`src/rtl/bus_cycle_sequencer_if.sv`:
```
// ---------------------------------------------------------------------------
// bus_cycle_sequencer_if
//   Groups the command channel, the response channel and the 8088-style CPU
//   bus between a command issuer / CHIPSET model and bus_cycle_sequencer.
//
//   Command channel : cmd_valid, cmd_ready, cmd_type, cmd_address, cmd_data,
//                     cmd_lock
//   CPU bus         : processor_ready, cpu_data_bus_in (from CHIPSET),
//                     processor_status, processor_lock_n, cpu_address,
//                     cpu_data_bus_out, cpu_data_bus_oe (to CHIPSET)
//   Response        : rsp_valid, rsp_data, rsp_timeout
//
//   modport slave  : the sequencer side
//   modport master : the side issuing commands and modelling CHIPSET
// ---------------------------------------------------------------------------
interface bus_cycle_sequencer_if #(
  parameter int ADDR_WIDTH = 20,
  parameter int DATA_WIDTH = 8
);
  logic                  cmd_valid;
  logic                  cmd_ready;
  logic [2:0]            cmd_type;
  logic [ADDR_WIDTH-1:0] cmd_address;
  logic [DATA_WIDTH-1:0] cmd_data;
  logic                  cmd_lock;
  logic                  processor_ready;
  logic [DATA_WIDTH-1:0] cpu_data_bus_in;
  logic [2:0]            processor_status;
  logic                  processor_lock_n;
  logic [ADDR_WIDTH-1:0] cpu_address;
  logic [DATA_WIDTH-1:0] cpu_data_bus_out;
  logic                  cpu_data_bus_oe;
  logic                  rsp_valid;
  logic [DATA_WIDTH-1:0] rsp_data;
  logic                  rsp_timeout;

  modport slave (
    input  cmd_valid, cmd_type, cmd_address, cmd_data, cmd_lock,
           processor_ready, cpu_data_bus_in,
    output cmd_ready, processor_status, processor_lock_n, cpu_address,
           cpu_data_bus_out, cpu_data_bus_oe, rsp_valid, rsp_data, rsp_timeout
  );

  modport master (
    output cmd_valid, cmd_type, cmd_address, cmd_data, cmd_lock,
           processor_ready, cpu_data_bus_in,
    input  cmd_ready, processor_status, processor_lock_n, cpu_address,
           cpu_data_bus_out, cpu_data_bus_oe, rsp_valid, rsp_data, rsp_timeout
  );
endinterface

```
`src/rtl/bus_cycle_sequencer.sv`:
```
// ---------------------------------------------------------------------------
// bus_cycle_sequencer
//   8088 bus-cycle master used for CHIPSET self-test and bring-up. Accepts
//   (type, address, data, lock) commands and replays each one as an S2..S0
//   status bus cycle: status phase, wait states, passive hold, recovery.
//   Returns captured read data or a timeout flag as a one-cycle response.
//
//   Ports
//     clock : system clock
//     reset : synchronous, active-high; drops any command in flight
//     bus   : bus_cycle_sequencer_if.slave (command, CPU bus, response)
//
//   All interface outputs come straight from registers.
// ---------------------------------------------------------------------------
module bus_cycle_sequencer #(
  parameter int ADDR_WIDTH     = 20,
  parameter int DATA_WIDTH     = 8,
  parameter int STATUS_CYCLES  = 4,
  parameter int HOLD_CYCLES    = 1,
  parameter int IDLE_CYCLES    = 1,
  parameter int INTA_GAP       = 2,
  parameter int TIMEOUT_CYCLES = 255
) (
  input logic                  clock,
  input logic                  reset,
  bus_cycle_sequencer_if.slave bus
);

  localparam logic [2:0] TYPE_INTA  = 3'b000;
  localparam logic [2:0] TYPE_IOR   = 3'b001;
  localparam logic [2:0] TYPE_IOW   = 3'b010;
  localparam logic [2:0] TYPE_HALT  = 3'b011;
  localparam logic [2:0] TYPE_CODE  = 3'b100;
  localparam logic [2:0] TYPE_MEMR  = 3'b101;
  localparam logic [2:0] TYPE_MEMW  = 3'b110;
  localparam logic [2:0] TYPE_DELAY = 3'b111;

  // One phase counter serves ACTIVE, GAP, HOLD and RECOVER.
  localparam int MAX_SH     = (STATUS_CYCLES > HOLD_CYCLES) ? STATUS_CYCLES : HOLD_CYCLES;
  localparam int MAX_IG     = (IDLE_CYCLES > INTA_GAP) ? IDLE_CYCLES : INTA_GAP;
  localparam int PHASE_MAX  = (MAX_SH > MAX_IG) ? MAX_SH : MAX_IG;
  localparam int PHASE_W    = $clog2(PHASE_MAX + 1);
  // Wait counter is at least 8 bits and saturates, so it can never wrap.
  localparam int WAIT_W_RAW = $clog2(TIMEOUT_CYCLES + 1);
  localparam int WAIT_W     = (WAIT_W_RAW > 8) ? WAIT_W_RAW : 8;

  typedef enum logic [2:0] {
    ST_IDLE,
    ST_ACTIVE,
    ST_WAIT,
    ST_GAP,
    ST_HOLD,
    ST_RECOVER
  } state_t;

  function automatic logic is_read(input logic [2:0] t);
    return (t == TYPE_IOR) || (t == TYPE_CODE) || (t == TYPE_MEMR) || (t == TYPE_INTA);
  endfunction

  function automatic logic is_write(input logic [2:0] t);
    return (t == TYPE_IOW) || (t == TYPE_MEMW);
  endfunction

  state_t                state_r, state_s;
  logic [PHASE_W-1:0]    phase_r, phase_s;
  logic [WAIT_W-1:0]     wait_r, wait_s;
  logic                  second_r, second_s;
  logic [2:0]            cmd_type_r, cmd_type_s;
  logic [ADDR_WIDTH-1:0] cmd_addr_r, cmd_addr_s;
  logic [DATA_WIDTH-1:0] cmd_data_r, cmd_data_s;
  logic                  cmd_lock_r, cmd_lock_s;

  logic                  accept_s;
  logic                  no_wait_s;
  state_t                done_state_s;
  logic                  done_rsp_s;
  logic [DATA_WIDTH-1:0] capture_s;

  logic                  cmd_ready_r, cmd_ready_s;
  logic [2:0]            status_r, status_s;
  logic                  lock_n_r, lock_n_s;
  logic [ADDR_WIDTH-1:0] addr_r, addr_s;
  logic [DATA_WIDTH-1:0] dout_r, dout_s;
  logic                  oe_r, oe_s;
  logic                  rsp_valid_r, rsp_valid_s;
  logic [DATA_WIDTH-1:0] rsp_data_r, rsp_data_s;
  logic                  rsp_timeout_r, rsp_timeout_s;

  // Next-state, counters, command latch and response generation.
  always_comb begin
    state_s       = state_r;
    phase_s       = phase_r;
    wait_s        = wait_r;
    second_s      = second_r;
    cmd_type_s    = cmd_type_r;
    cmd_addr_s    = cmd_addr_r;
    cmd_data_s    = cmd_data_r;
    cmd_lock_s    = cmd_lock_r;
    rsp_valid_s   = 1'b0;
    rsp_data_s    = {DATA_WIDTH{1'b0}};
    rsp_timeout_s = 1'b0;

    accept_s  = bus.cmd_valid & cmd_ready_r;
    // HALT and delay cycles never look at ready and never capture.
    no_wait_s = (cmd_type_r == TYPE_HALT) || (cmd_type_r == TYPE_DELAY);
    // The first INTA pulse ends in the passive gap without a response.
    if ((cmd_type_r == TYPE_INTA) && !second_r) begin
      done_state_s = ST_GAP;
      done_rsp_s   = 1'b0;
    end else begin
      done_state_s = ST_HOLD;
      done_rsp_s   = 1'b1;
    end
    if (done_rsp_s && is_read(cmd_type_r)) begin
      capture_s = bus.cpu_data_bus_in;
    end else begin
      capture_s = {DATA_WIDTH{1'b0}};
    end

    case (state_r)
      ST_IDLE: begin
        if (accept_s) begin
          state_s    = ST_ACTIVE;
          phase_s    = {PHASE_W{1'b0}};
          wait_s     = {WAIT_W{1'b0}};
          second_s   = 1'b0;
          cmd_type_s = bus.cmd_type;
          cmd_addr_s = bus.cmd_address;
          cmd_data_s = bus.cmd_data;
          cmd_lock_s = bus.cmd_lock;
        end else begin
          state_s = ST_IDLE;
        end
      end
      ST_ACTIVE: begin
        if (phase_r == PHASE_W'(STATUS_CYCLES - 1)) begin
          phase_s = {PHASE_W{1'b0}};
          if (no_wait_s) begin
            state_s     = ST_HOLD;
            rsp_valid_s = 1'b1;
          end else if (bus.processor_ready) begin
            state_s     = done_state_s;
            rsp_valid_s = done_rsp_s;
            rsp_data_s  = capture_s;
          end else begin
            state_s = ST_WAIT;
            wait_s  = {WAIT_W{1'b0}};
          end
        end else begin
          phase_s = phase_r + PHASE_W'(1);
        end
      end
      ST_WAIT: begin
        if (bus.processor_ready) begin
          state_s     = done_state_s;
          phase_s     = {PHASE_W{1'b0}};
          rsp_valid_s = done_rsp_s;
          rsp_data_s  = capture_s;
        end else if (wait_r >= WAIT_W'(TIMEOUT_CYCLES - 1)) begin
          // This wait cycle is the last allowed one: abort, even mid-INTA.
          state_s       = ST_HOLD;
          phase_s       = {PHASE_W{1'b0}};
          rsp_valid_s   = 1'b1;
          rsp_timeout_s = 1'b1;
        end else if (wait_r != {WAIT_W{1'b1}}) begin
          wait_s = wait_r + WAIT_W'(1);
        end else begin
          wait_s = wait_r;
        end
      end
      ST_GAP: begin
        if (phase_r == PHASE_W'(INTA_GAP - 1)) begin
          state_s  = ST_ACTIVE;
          phase_s  = {PHASE_W{1'b0}};
          second_s = 1'b1;
        end else begin
          phase_s = phase_r + PHASE_W'(1);
        end
      end
      ST_HOLD: begin
        if (phase_r == PHASE_W'(HOLD_CYCLES - 1)) begin
          state_s = ST_RECOVER;
          phase_s = {PHASE_W{1'b0}};
        end else begin
          phase_s = phase_r + PHASE_W'(1);
        end
      end
      ST_RECOVER: begin
        if (phase_r == PHASE_W'(IDLE_CYCLES - 1)) begin
          state_s = ST_IDLE;
          phase_s = {PHASE_W{1'b0}};
        end else begin
          phase_s = phase_r + PHASE_W'(1);
        end
      end
      default: begin
        state_s = ST_IDLE;
        phase_s = {PHASE_W{1'b0}};
      end
    endcase
  end

  // Bus outputs for the cycle we are about to enter, so they can be registered.
  always_comb begin
    cmd_ready_s = (state_s == ST_IDLE);
    status_s    = 3'b111;
    lock_n_s    = 1'b1;
    addr_s      = {ADDR_WIDTH{1'b0}};
    dout_s      = {DATA_WIDTH{1'b0}};
    oe_s        = 1'b0;
    case (state_s)
      ST_ACTIVE, ST_WAIT: begin
        // Delay's type code is 111, so the status naturally stays passive.
        status_s = cmd_type_s;
        lock_n_s = ~cmd_lock_s;
        addr_s   = cmd_addr_s;
        if (is_write(cmd_type_s)) begin
          dout_s = cmd_data_s;
          oe_s   = 1'b1;
        end else begin
          dout_s = {DATA_WIDTH{1'b0}};
          oe_s   = 1'b0;
        end
      end
      ST_GAP, ST_HOLD: begin
        lock_n_s = ~cmd_lock_s;
        addr_s   = cmd_addr_s;
      end
      default: begin
        status_s = 3'b111;
      end
    endcase
  end

  // State, counters and latched command.
  always_ff @(posedge clock) begin
    if (reset) begin
      state_r    <= ST_IDLE;
      phase_r    <= {PHASE_W{1'b0}};
      wait_r     <= {WAIT_W{1'b0}};
      second_r   <= 1'b0;
      cmd_type_r <= 3'b111;
      cmd_addr_r <= {ADDR_WIDTH{1'b0}};
      cmd_data_r <= {DATA_WIDTH{1'b0}};
      cmd_lock_r <= 1'b0;
    end else begin
      state_r    <= state_s;
      phase_r    <= phase_s;
      wait_r     <= wait_s;
      second_r   <= second_s;
      cmd_type_r <= cmd_type_s;
      cmd_addr_r <= cmd_addr_s;
      cmd_data_r <= cmd_data_s;
      cmd_lock_r <= cmd_lock_s;
    end
  end

  // Output registers; reset returns the bus to passive at once.
  always_ff @(posedge clock) begin
    if (reset) begin
      cmd_ready_r   <= 1'b0;
      status_r      <= 3'b111;
      lock_n_r      <= 1'b1;
      addr_r        <= {ADDR_WIDTH{1'b0}};
      dout_r        <= {DATA_WIDTH{1'b0}};
      oe_r          <= 1'b0;
      rsp_valid_r   <= 1'b0;
      rsp_data_r    <= {DATA_WIDTH{1'b0}};
      rsp_timeout_r <= 1'b0;
    end else begin
      cmd_ready_r   <= cmd_ready_s;
      status_r      <= status_s;
      lock_n_r      <= lock_n_s;
      addr_r        <= addr_s;
      dout_r        <= dout_s;
      oe_r          <= oe_s;
      rsp_valid_r   <= rsp_valid_s;
      rsp_data_r    <= rsp_data_s;
      rsp_timeout_r <= rsp_timeout_s;
    end
  end

  assign bus.cmd_ready        = cmd_ready_r;
  assign bus.processor_status = status_r;
  assign bus.processor_lock_n = lock_n_r;
  assign bus.cpu_address      = addr_r;
  assign bus.cpu_data_bus_out = dout_r;
  assign bus.cpu_data_bus_oe  = oe_r;
  assign bus.rsp_valid        = rsp_valid_r;
  assign bus.rsp_data         = rsp_data_r;
  assign bus.rsp_timeout      = rsp_timeout_r;

endmodule

```
`src/flat_wrapper.sv`:
```
// flat-port wrapper written by rule: the top's interface ports become plain ports
module bus_cycle_sequencer_flat 
#(
  parameter int ADDR_WIDTH     = 20,
  parameter int DATA_WIDTH     = 8,
  parameter int STATUS_CYCLES  = 4,
  parameter int HOLD_CYCLES    = 1,
  parameter int IDLE_CYCLES    = 1,
  parameter int INTA_GAP       = 2,
  parameter int TIMEOUT_CYCLES = 255
)
  (clock, reset, bus_cmd_valid, bus_cmd_type, bus_cmd_address, bus_cmd_data, bus_cmd_lock, bus_processor_ready, bus_cpu_data_bus_in, bus_cmd_ready, bus_processor_status, bus_processor_lock_n, bus_cpu_address, bus_cpu_data_bus_out, bus_cpu_data_bus_oe, bus_rsp_valid, bus_rsp_data, bus_rsp_timeout);
  bus_cycle_sequencer_if #(.ADDR_WIDTH(ADDR_WIDTH), .DATA_WIDTH(DATA_WIDTH)) bus_i ();
  input logic clock;
  input logic reset;
  input wire logic [$bits(bus_i.cmd_valid)-1:0] bus_cmd_valid;
  input wire logic [$bits(bus_i.cmd_type)-1:0] bus_cmd_type;
  input wire logic [$bits(bus_i.cmd_address)-1:0] bus_cmd_address;
  input wire logic [$bits(bus_i.cmd_data)-1:0] bus_cmd_data;
  input wire logic [$bits(bus_i.cmd_lock)-1:0] bus_cmd_lock;
  input wire logic [$bits(bus_i.processor_ready)-1:0] bus_processor_ready;
  input wire logic [$bits(bus_i.cpu_data_bus_in)-1:0] bus_cpu_data_bus_in;
  output wire logic [$bits(bus_i.cmd_ready)-1:0] bus_cmd_ready;
  output wire logic [$bits(bus_i.processor_status)-1:0] bus_processor_status;
  output wire logic [$bits(bus_i.processor_lock_n)-1:0] bus_processor_lock_n;
  output wire logic [$bits(bus_i.cpu_address)-1:0] bus_cpu_address;
  output wire logic [$bits(bus_i.cpu_data_bus_out)-1:0] bus_cpu_data_bus_out;
  output wire logic [$bits(bus_i.cpu_data_bus_oe)-1:0] bus_cpu_data_bus_oe;
  output wire logic [$bits(bus_i.rsp_valid)-1:0] bus_rsp_valid;
  output wire logic [$bits(bus_i.rsp_data)-1:0] bus_rsp_data;
  output wire logic [$bits(bus_i.rsp_timeout)-1:0] bus_rsp_timeout;
  assign bus_i.cmd_valid = bus_cmd_valid;
  assign bus_i.cmd_type = bus_cmd_type;
  assign bus_i.cmd_address = bus_cmd_address;
  assign bus_i.cmd_data = bus_cmd_data;
  assign bus_i.cmd_lock = bus_cmd_lock;
  assign bus_i.processor_ready = bus_processor_ready;
  assign bus_i.cpu_data_bus_in = bus_cpu_data_bus_in;
  assign bus_cmd_ready = bus_i.cmd_ready;
  assign bus_processor_status = bus_i.processor_status;
  assign bus_processor_lock_n = bus_i.processor_lock_n;
  assign bus_cpu_address = bus_i.cpu_address;
  assign bus_cpu_data_bus_out = bus_i.cpu_data_bus_out;
  assign bus_cpu_data_bus_oe = bus_i.cpu_data_bus_oe;
  assign bus_rsp_valid = bus_i.rsp_valid;
  assign bus_rsp_data = bus_i.rsp_data;
  assign bus_rsp_timeout = bus_i.rsp_timeout;
  bus_cycle_sequencer #(.ADDR_WIDTH(ADDR_WIDTH), .DATA_WIDTH(DATA_WIDTH), .STATUS_CYCLES(STATUS_CYCLES), .HOLD_CYCLES(HOLD_CYCLES), .IDLE_CYCLES(IDLE_CYCLES), .INTA_GAP(INTA_GAP), .TIMEOUT_CYCLES(TIMEOUT_CYCLES)) u_core (.clock(clock), .reset(reset), .bus(bus_i));
endmodule
```
`config.mk`:
```
export PLATFORM = sky130hd
export DESIGN_NAME = bus_cycle_sequencer_flat
export DESIGN_NICKNAME = d
export VERILOG_FILES = /design/src/rtl/bus_cycle_sequencer_if.sv /design/src/rtl/bus_cycle_sequencer.sv /design/src/flat_wrapper.sv
export SDC_FILE = /design/constraint.sdc
export NUM_CORES = 1
export LEC_CHECK = 0
export CORE_AREA = 2 2 89 91
export CTS_BUF_LIST = sky130_fd_sc_hd__clkbuf_4 sky130_fd_sc_hd__clkbuf_8
export DETAILED_ROUTE_END_ITERATION = 12
export DIE_AREA = 0 0 91 93
export GPL_TIMING_DRIVEN = 1
export HOLD_SLACK_MARGIN = 0.1
export PLACE_DENSITY = 0.83
export SLEW_MARGIN = 30
export SYNTH_ARGS = -nofsm -noshare
export SYNTH_HDL_FRONTEND = slang
export SYNTH_SLANG_ARGS = --single-unit
```
`constraint.sdc`:
```
create_clock -name clock -period 2.9 [get_ports clock]
set_input_delay 0.29 -clock clock [delete_from_list [all_inputs] [get_ports clock]]
set_output_delay 0.29 -clock clock [all_outputs]
set_load 0.05 [all_outputs]
```
==> results.cfg <==
[synth]
synth_area_per_cell_um2 = 9.366
ys_warn_count = 0
synth.top_cell.area_share = 0.4768
ys_ff_latch = 91
synth_edf_count = 0
async_flop_share = 0
seq_area_frac_synth = 0.4768
syn-num-nets = 459
synth-main-ff-cell = dfxtp_1
synth_cells = 408
syn_area_mm2 = 0.003821
yosysTopAreaCell = dfxtp_1
yosysUniqueCellTypes = 59
synthTopCellsByArea = dfxtp_1 (48%), mux2i_1 (7.3%), nand2_1 (4.9%)

[hold_path]
min_path_cells = 2
holdCritStartpoint = bus_cpu_data_bus_in[1]
min_to = u_core.bus.rsp_data[1]$_SDFF_PP0_
hold_path_class = primary input to flop

[layout]
area_growth_pct = 30.09
drive_above_1_share = 0.08097
final_nets = 540
fillCellCount = 623
final_cell_area_mm2 = 0.004971
antenna_cells = 0

[setup_path]
worstPathArrival_ns = 2.94
reg2reg_setup_slack_ns = 0.25
reg2reg_depth = 8
critPathMaxFanout = 9
path_delay_family = simple AND/OR/NAND/NOR gates
end_kind = flop
slowest_stage = nor3b_4
r2r-end = u_core.bus.cpu_address[10]$_SDFF_PP0_
critPathLaunchType = flop
crit_chain = ha_1, ha_1, and2_1, a31o_2, and3_1, nor3b_4, buf_4, mux2i_1
r2r_start = u_core.phase_r[0]$_SDFFE_PP0P_
worst-path-buf-inv = 1
slowest_delay_ns = 0.59
worstPathRequired_ns = 3.18
cpMostUsedCell = ha_1
worstSetupPathType = flop to flop

[clock_network]
path_clk_slew_ns = 0.09
cts_sinks = 91
clock-root-buffer = clkbuf_8
tritoncts = done
clockBufferDepth = 2
cts_made_buffers = 9
postCtsSetupRepairBufs = 0
cts_resized = 0
clkLatencyLatePin_ns = 0.36
htreeDepth = 3
cts_hold_buf = 0

[die]
die_x_um = 91
initial_core_util = 0.5076
dieArea_mm2 = 0.008463
core_mm2 = 0.007527
num_rows = 32
die_h_um = 93
num_io_pins = 88

[timing]
fin_crit_sh = 0.9151
period_needed_ns = 2.654
slew_headroom = 0.3430
max_freq_mhz = 376.8
holdWs_ns = 0.4861
rsz0062_at_grt = no
clock_skew_ns = 0.01126
setup_violations = 0
hold_viol = 0
setup_tns_ns = 0
slew_viol_final = 0
max_slew.worst_pin.slew_ns = 0.9855

[run]
max_cap_viol_count = 0

[pwr]
power_w = 0.002588
power.density_mw_per_mm2 = 520.7
peakVddDrop_uv = 282.7
p_leak_nw = 1.864

[placed_design]
dp_hpwl_um = 6164
gp_congestion = 0.8340
port_buffers = 87
dpl_cell_area_mm2 = 0.004740

[routing]
route.met3.wl_um = 449
vias = 3245
vias_per_cell = 5.445
remaining_drc_errors = 0
dr.first_iter.drc_count = 199
highest_layer = met4
routedLengthMet1_um = 3998
ant_nets = 0
met2_wirelength_um = 4625
drtPass1Iterations = 4
wl_per_cell_um = 15.37
routed_wl_um = 9160

[global_route]
grt_pass1_vias = 3128
track_usage = 0.2179
grt_pass1_wl_um = 14900
globalRoute.totalOverflow = 0
grt_start_max_net_pins = 55
antenna_found_initial = 0

[outcome]
status = finished clean
-- flip-flops by register name (all words and copies together) (netlist names), 3 cells and up --
signal                       count
u_core.bus.cpu_address          20
u_core.cmd_addr_r               20
u_core.bus.cpu_data_bus_out      8
u_core.bus.rsp_data              8
u_core.cmd_data_r                8
u_core.wait_r                    8
u_core.bus.processor_status      3
u_core.cmd_type_r                3
u_core.phase_r                   3
u_core.state_r                   3
-- report_power, final --
part,switching [W],leakage (nW),internal [W]
Combinational,0.000168,1.01,0.000146
Sequential,0.0000203,0.737,0.00129
Clock,0.000451,0.113,0.000516
Total,0.000640,1.86,0.00195
-- layout make-up --
| cell class | count | area [um2] | area share |
|---|---|---|---|
| sequential | 91 | 1822 | 0.3665 |
| multi-input combinational | 284 | 1818 | 0.3657 |
| timing repair buffer | 96 | 945.9 | 0.1903 |
| clock buffer | 10 | 137.6 | 0.02769 |
| tap | 102 | 127.6 | 0.02567 |
| clock inverter | 6 | 93.84 | 0.01888 |
| inverter | 7 | 26.28 | 0.005286 |
-- worst register-to-register path, delay by kind of cell, from the launching register on --
kind / cells / cell delay, ns
simple gates: 3 / 0.99
buf+inv: 1 / 0.32
fa+ha+maj: 2 / 0.48
flops: 1 / 0.34
compound gates: 1 / 0.25
mux: 1 / 0.21
-- how the worst max path moves through the flow --
| stage | from | to | slack, ns | cells after the start |
|---|---|---|---|---|
| 2_1_floorplan | u_core.bus.cmd_ready$_SDFF_PP0_ | u_core.bus.processor_status[0]$_SDFF_PP1_ | 0.71 | 6 |
| 3_5_place_dp | bus_processor_ready | u_core.bus.cpu_address[19]$_SDFF_PP0_ | 0.26 | 6 |
| 3_3_place_gp | bus_processor_ready | u_core.bus.cpu_address[3]$_SDFF_PP0_ | 0.31 | 6 |
| 5_1_grt | u_core.phase_r[0]$_SDFFE_PP0P_ | u_core.bus.cpu_address[9]$_SDFF_PP0_ | 0.11 | 8 |
| 4_1_cts | u_core.phase_r[0]$_SDFFE_PP0P_ | u_core.bus.cpu_address[10]$_SDFF_PP0_ | 0.26 | 8 |
| 6_report | u_core.phase_r[0]$_SDFFE_PP0P_ | u_core.bus.cpu_address[10]$_SDFF_PP0_ | 0.25 | 8 |
-- per-layer routing --
layer,global-route usage,vias to the layer above
met5,0,-
met4,0.05934,0
met3,0.05399,8
met2,0.3784,92
met1,0.2708,1550
li1,-,1595
-- stage by stage --
step                std cells  worst slack, ns    util
floorplan                 408           0.7130       -
finish                    596           0.2462  0.6604
CTS                       596           0.2572  0.6604
detailed placement        580           0.2579  0.6297
global placement          580           0.3105  0.6297
global route              596           0.1079  0.6604
-- cells in the mapped netlist (4+ instances only) --
master    count
nor2_1       31
and3_1        7
inv_1         7
nand2_1      50
nand3_1      23
o21ai_0      24
mux2i_1      28
clkbuf_1     15
or4_1         8
dfxtp_1      91
buf_2         5
xor2_1        4
and2_1       10
ha_1          7
a21oi_1      33
-- layout by cell type, fill, tap and decap left out, drive strengths merged, types with 9 or more instances in the layout --
cell type | Yosys | layout
clkdlybuf4s50 | 0 | 86
dfxtp | 91 | 91
a21oi | 33 | 33
buf | 11 | 10
o21ai | 25 | 25
mux2i | 28 | 28
and2 | 10 | 10
clkbuf | 15 | 10
nand3 | 23 | 23
nor2 | 32 | 32
inv | 7 | 9
nand2 | 50 | 50
-- cell families (layout without fill, tap and decap cells) --
group,count (synthesis),after routing,share of synthesized area
compound gates,83,83,0.1385
xor+xnor,7,7,0.01604
fa+ha+maj,7,7,0.02292
buf+inv,33,119,0.04977
flops,91,91,0.4768
mux,29,29,0.07727
simple gates,158,158,0.2187
No activity file was read; power rests on OpenSTA's default activity.
